### src/rtl/instr_pkg.sv
// Shared instruction-set constants for the instruction path.
// Holds the descriptor kind encoding, the 6-bit MIPS opcodes and the R-type
// funct codes. The control decoder uses the same constants, so the loader and
// the decoder cannot drift apart.
package instr_pkg;

    // Descriptor kinds as presented on in_kind; codes 6 and 7 are illegal.
    typedef enum logic [2:0] {
        KIND_R    = 3'd0,
        KIND_LW   = 3'd1,
        KIND_SW   = 3'd2,
        KIND_BEQ  = 3'd3,
        KIND_ADDI = 3'd4,
        KIND_J    = 3'd5
    } kind_t;

    // Primary opcodes, bits [31:26] of the instruction word.
    localparam logic [5:0] ALU_R      = 6'h00;
    localparam logic [5:0] LOAD_WORD  = 6'h23;
    localparam logic [5:0] STORE_WORD = 6'h2B;
    localparam logic [5:0] BRANCH_EQ  = 6'h04;
    localparam logic [5:0] ADDI       = 6'h08;
    localparam logic [5:0] JUMP       = 6'h02;

    // R-type funct codes, bits [5:0] when the opcode is ALU_R.
    localparam logic [5:0] FUNCT_ADD = 6'h20;
    localparam logic [5:0] FUNCT_SUB = 6'h22;
    localparam logic [5:0] FUNCT_AND = 6'h24;
    localparam logic [5:0] FUNCT_OR  = 6'h25;
    localparam logic [5:0] FUNCT_SLT = 6'h2A;

endpackage

### src/rtl/instr_word_pack.sv
// Combinational packer: descriptor kind plus fields -> 32-bit MIPS word.
// Ports:
//   kind     in  3   descriptor kind (instr_pkg::kind_t encoding)
//   rs/rt/rd/shamt in 5 each  register and shift fields
//   funct    in  6   R-type funct
//   imm      in  16  immediate / branch offset
//   target   in  26  jump target
//   word     out 32  encoded instruction (0 when illegal)
//   illegal  out 1   kind is not one of the six supported formats
module instr_word_pack
    import instr_pkg::*;
(
    input  logic [2:0]  kind,
    input  logic [4:0]  rs,
    input  logic [4:0]  rt,
    input  logic [4:0]  rd,
    input  logic [4:0]  shamt,
    input  logic [5:0]  funct,
    input  logic [15:0] imm,
    input  logic [25:0] target,
    output logic [31:0] word,
    output logic        illegal
);

    always_comb begin
        word    = '0;
        illegal = 1'b0;
        case (kind)
            KIND_R:    word = {ALU_R, rs, rt, rd, shamt, funct};
            KIND_LW:   word = {LOAD_WORD, rs, rt, imm};
            KIND_SW:   word = {STORE_WORD, rs, rt, imm};
            KIND_BEQ:  word = {BRANCH_EQ, rs, rt, imm};
            KIND_ADDI: word = {ADDI, rs, rt, imm};
            KIND_J:    word = {JUMP, target};
            default:   illegal = 1'b1;
        endcase
    end

endmodule

### src/rtl/instr_mem_loader.sv
// Instruction-memory loader: accepts decoded descriptors over valid/ready,
// packs each into a MIPS word and writes it at consecutive word addresses
// starting at BASE_ADDR.
// Optional feature macro: HALT_APPEND_EN -- when defined, a jump-to-self halt
// word is appended after the last descriptor (if there is room).
// Ports:
//   clk, rst            clock, synchronous active-high reset
//   start               begin a new program (honoured only when idle)
//   in_valid/in_ready   descriptor handshake
//   in_kind..in_last    descriptor fields
//   mem_we/mem_addr/mem_wdata  registered instruction-memory write port
//   busy                program load or flush in progress
//   done                one-cycle completion pulse
//   word_count          words written since start
//   err                 sticky: illegal kind or overflow
module instr_mem_loader
    import instr_pkg::*;
#(
    parameter int ADDR_W    = 10,
    parameter int BASE_ADDR = 0,
    parameter int MAX_WORDS = 1024
)(
    input  logic              clk,
    input  logic              rst,
    input  logic              start,
    input  logic              in_valid,
    output logic              in_ready,
    input  logic [2:0]        in_kind,
    input  logic [4:0]        in_rs,
    input  logic [4:0]        in_rt,
    input  logic [4:0]        in_rd,
    input  logic [4:0]        in_shamt,
    input  logic [5:0]        in_funct,
    input  logic [15:0]       in_imm,
    input  logic [25:0]       in_target,
    input  logic              in_last,
    output logic              mem_we,
    output logic [ADDR_W-1:0] mem_addr,
    output logic [31:0]       mem_wdata,
    output logic              busy,
    output logic              done,
    output logic [ADDR_W:0]   word_count,
    output logic              err
);

    localparam int                CNT_W   = ADDR_W + 1;
    localparam logic [CNT_W-1:0]  MAX_CNT = CNT_W'(MAX_WORDS);
    localparam logic [ADDR_W-1:0] BASE_A  = ADDR_W'(BASE_ADDR);

    // HALT_WAIT/FINISH are only reached when the halt word is appended.
    typedef enum logic [2:0] {
        S_IDLE,
        S_LOAD,
        S_FLUSH,
        S_HALT_WAIT,
        S_FINISH
    } state_t;

    state_t state, state_next;

    logic [31:0]       packed_word;
    logic              illegal;
    logic              full;
    logic              accept;
    logic              overflow;
    logic [ADDR_W-1:0] wr_addr;

    instr_word_pack u_pack (
        .kind    (in_kind),
        .rs      (in_rs),
        .rt      (in_rt),
        .rd      (in_rd),
        .shamt   (in_shamt),
        .funct   (in_funct),
        .imm     (in_imm),
        .target  (in_target),
        .word    (packed_word),
        .illegal (illegal)
    );

    assign full     = (word_count >= MAX_CNT);
    assign in_ready = (state == S_LOAD) && !full;
    assign accept   = in_valid && in_ready;
    // A descriptor offered with no room left ends the program with an error.
    assign overflow = (state == S_LOAD) && in_valid && full;
    assign wr_addr  = BASE_A + word_count[ADDR_W-1:0];
    assign busy     = (state != S_IDLE);

    always_ff @(posedge clk) begin
        if (rst) begin
            state <= S_IDLE;
        end else begin
            state <= state_next;
        end
    end

    always_comb begin
        state_next = state;
        done       = 1'b0;
        case (state)
            S_IDLE: begin
                if (start) state_next = S_LOAD;
            end
            S_LOAD: begin
                if ((accept && in_last) || overflow) state_next = S_FLUSH;
            end
`ifdef HALT_APPEND_EN
            S_FLUSH:     state_next = S_HALT_WAIT;
            S_HALT_WAIT: state_next = S_FINISH;
            S_FINISH: begin
                done       = 1'b1;
                state_next = S_IDLE;
            end
`else
            S_FLUSH: begin
                done       = 1'b1;
                state_next = S_IDLE;
            end
`endif
            default: state_next = S_IDLE;
        endcase
    end

`ifdef HALT_APPEND_EN
    logic [25:0] halt_tgt;
    assign halt_tgt = 26'(BASE_ADDR) + 26'(word_count);
`endif

    // Write stage: descriptor accepted this cycle appears on the memory port next cycle.
    always_ff @(posedge clk) begin
        if (rst) begin
            mem_we     <= 1'b0;
            mem_addr   <= '0;
            mem_wdata  <= '0;
            word_count <= '0;
            err        <= 1'b0;
        end else begin
            mem_we <= 1'b0;
            if ((state == S_IDLE) && start) begin
                word_count <= '0;
                err        <= 1'b0;
            end
            if (accept) begin
                if (illegal) begin
                    err <= 1'b1;
                end else begin
                    mem_we     <= 1'b1;
                    mem_addr   <= wr_addr;
                    mem_wdata  <= packed_word;
                    word_count <= word_count + CNT_W'(1);
                end
            end
            if (overflow) err <= 1'b1;
`ifdef HALT_APPEND_EN
            // First flush cycle: append a jump-to-self so fetch parks after the program.
            if (state == S_FLUSH) begin
                if (!full) begin
                    mem_we     <= 1'b1;
                    mem_addr   <= wr_addr;
                    mem_wdata  <= {JUMP, halt_tgt};
                    word_count <= word_count + CNT_W'(1);
                end else begin
                    err <= 1'b1;
                end
            end
`endif
        end
    end

endmodule

### config.mk
export PLATFORM = sky130hd
export DESIGN_NAME = instr_mem_loader
export DESIGN_NICKNAME = d
export VERILOG_FILES = /design/src/rtl/instr_pkg.sv /design/src/rtl/instr_word_pack.sv /design/src/rtl/instr_mem_loader.sv
export SDC_FILE = /design/constraint.sdc
export NUM_CORES = 1
export LEC_CHECK = 0
export ABC_AREA = 1
export ABC_CLOCK_PERIOD_IN_PS = 1700
export CELL_PAD_IN_SITES_DETAIL_PLACEMENT = 1
export CELL_PAD_IN_SITES_GLOBAL_PLACEMENT = 1
export CORE_UTILIZATION = 29
export CTS_CLUSTER_SIZE = 40
export DETAILED_ROUTE_END_ITERATION = 10
export GPL_ROUTABILITY_DRIVEN = 0
export PLACE_DENSITY_LB_ADDON = 0.1
export SLEW_MARGIN = 20
export SYNTH_ARGS = -nofsm -noshare
export SYNTH_HDL_FRONTEND = slang
export SYNTH_SLANG_ARGS = --single-unit
export TNS_END_PERCENT = 20
### constraint.sdc
create_clock -name clk -period 1.7 [get_ports clk]
set_input_delay 0.51 -clock clk [delete_from_list [all_inputs] [get_ports clk]]
set_output_delay 0.51 -clock clk [all_outputs]
set_load 0.02 [all_outputs]
==> key figures <==
STA
  • Final Cycle Share: between 90 and 100%
  • Fin. max-slew vios: 0
  • Hold Vio Cnt, Final: 0
  • Worst Skew: approximately 8.4 ps
  • Worst Slack Setup Final: approximately 48 ps
  • Crit path time final: 1650 ps
  • RSZ-0062 raised after global routing: true
  • Fmax: 605 MHz
  • # setup viols final: 0
  • Final setup TNS: 0 ps

Worst hold path
  • Worst Hold Class: reg2reg
  • Worst hold path depth: 2

Floorplanning
  • Die width: 98.0 um
  • Die area: 9600 um^2
  • Die height: between 90 and 100 um
  • Io pins: ~130
  • Row cnt: 34
  • Starting density of the core: between 30% and 40%
  • Core area: 8810 um^2

Synth
  • Most numerous cell in the Yosys netlist: nand2_1
  • Post-synthesis mux area share: 0%
  • Cell taking the most area after synthesis: dfxtp_1
  • Top-area cell type share of the netlist area: 41.2%
  • Distinct cells, synth: 27
  • Cell count after synthesis: 408
  • Most common library cells after synthesis: nand2_1, dfxtp_1, nor2_1, nand3_1, o21ai_0
  • Synthesized flop and latch total: between 50 and 60
  • Synthesized net count: approximately 490
  • Post-synth EDFFs: 0
  • Synth Area in Compound Gates: 11.2%
  • Post-Synth XOR/XNOR Area: 0%
  • Syn_area_per_cell: approximately 6.5 um^2
  • Synth top area cells: dfxtp_1, nand2_1, nor2_1
  • Mapped Area: 2670 um^2
  • Adder-cell share of the synthesized area: less than 1%
  • Simple-Gate Fraction of Synth Area: between 30% and 40%
  • YS warnings: 0
  • Post-synthesis async set-or-reset flop share: 0%
  • Main synth FF type: dfxtp_1
  • Seq/Total Area, Yosys: 41.2%
  • Largest family of logic cells by synthesized area: simple AND/OR/NAND/NOR gates

Global route
  • Initial antenna violation count: 0
  • Grt total ovfl: 0
  • Vias in the first global route: 3307
  • Global-route wire length before repair: 15.8 mm
  • Largest net degree at the start of global routing: 23
  • All-layer global routing usage: 20.3%

CTS
  • H-tree depth: 2
  • Sink Count: 55
  • Worst-path clk slew: 90 ps
  • Clk root buf: clkbuf_8
  • Clk Latency, worst-skew pair: around 300 ps
  • CTS tree: built
  • CTS max path bufs: 2
  • CTS Buf Count: 5
  • Hold Buf Count CTS: 0

Critical path
  • Critical path class: in2reg
  • Slowest CP cell: clkdlybuf4s50_1
  • R2R depth: 9
  • Startpoint types: primary input
  • Worst path depth: 8
  • Critical Path Sink Type: flop
  • Top delay family on crit path: buffers and inverters
  • Critical Path AT: 1880 ps
  • Critical-path cell list: clkdlybuf4s50_1 -> nand2_1 -> nand2_2 -> nor2_8 -> inv_4 -> buf_4 -> nand2_1 -> a21oi_1
  • Required @ worst endpoint: 1930 ps
  • Worst path buffer plus inverter count: 3
  • Most common cell on crit path: nand2_1
  • Critical Path Max Stage Delay: 550 ps
  • CP max FO: 11
  • R2R Setup Slk: 270 ps

Drt
  • 1st-iter DRT viols: 68
  • Total wire length: between 9 and 10 mm
  • Mean routed wirelength per cell: 13.9 um
  • DRT antenna net count: 0
  • Vias per cell: around 4.7
  • Drt pass-1 iters: 7
  • DRC Markers: 8
  • Via count: 3175

Placement
  • IO Port Bufs: 132
  • Placed cells: approximately 670
  • DP HPWL: 7.50 mm
  • Pre-CTS setup slack: -311 ps

Power and ir drop
  • Design Power: 2.84 mW
  • PwrDens: 640 nW/um^2
  • Max rail drop VDD: 469 uV
  • LEAKAGE: 2.20 nW

Finish
  • P&R area growth vs syn: 66.4%
  • Final net count: 643
  • Finished Layout Cells: ~670
  • ANT cells: 0
  • Proportion of layout cells with a drive suffix above 1: around 11%

Run status
  • Failing checks: DRC
  • Status: complete, but fails checks

Run
  • MaxCap Viol Count: 0
## placed cells by master (no fill, tap or decap), types with 2 or more instances in the layout
master and count:
clkdlybuf4s50_1 74, nand3_2 2, inv_1 15, a21oi_1 21, nand4_1 3, buf_12 7
nand2_1 162, nor2_1 44, clkdlybuf4s15_1 2, nor2_8 2, nand3_1 30, o21ai_1 10
dlygate4sd2_1 54, inv_2 4, clkbuf_8 6, buf_4 31, nor3_1 3, ha_1 2
dfxtp_1 54, o21ai_0 27
## kinds of logic after synthesis
| kind of cell | Yosys count |
|---|---|
| simple gates | 250 |
| compound gates | 59 |
| flops | 55 |
| buf+inv | 41 |
| fa+ha+maj | 2 |
| other cells | 1 |
## layer usage
| layer | track usage [%] | part of all wire [%] |
|---|---|---|
| met5 | 0 | 0 |
| met4 | 4.08 | 0.93 |
| met3 | 5.37 | 7.2 |
| met2 | 36.5 | 49 |
| met1 | 24.1 | 43 |
## registers in the layout, indices dropped and copies added, names as in the netlist
name,flops
state,2
mem_wdata,30
mem_we,1
err,1
word_count,11
mem_addr,10
## metrics by stage
stage	hold WS [ps]	area, um^2	utilization (%)
after detailed placement	462	4380	49.8
after floorplan	507	2670	-
after CTS	474	4430	50.3
final	465	4440	50.4
after global placement	451	4380	49.8
after global routing	499	4440	50.4
## path summary, 6_finish.rpt
check               from            end
max           in_kind[2]  mem_wdata[28]
min          mem_addr[0]    mem_addr[0]
max reg2reg     state[1]  mem_wdata[17]
min reg2reg  mem_addr[0]    mem_addr[0]
## worst min-delay path, stage by stage (launching register included)
cell,delay [ps]
dfxtp_1,320
nand2_1,60
a21oi_1,50
## timing repair
action,in CTS,in global routing
resized for setup,58,8
setup endpoints to repair,57,33
setup buffers,0,1
pin swaps,0,2
## where the power goes
part	switching [mW]	total, mW	internal [mW]	leakage [nW]
combinational	0.284	0.596	0.313	1.69
sequential	0.0200	1.34	1.32	0.446
clock	0.425	0.903	0.478	0.0612
## cell type report
cell class,instances,area (um^2)
Inverter,20,77.6
Multi-Input combinational cell,312,1370
Clock buffer,6,82.6
Sequential cell,55,1100
Timing Repair Buffer,171,1640
Clock inverter,2,35.0
Tap cell,108,135
Fill cell,1170,4360
Note: power is estimated with default switching activity, not from simulation.
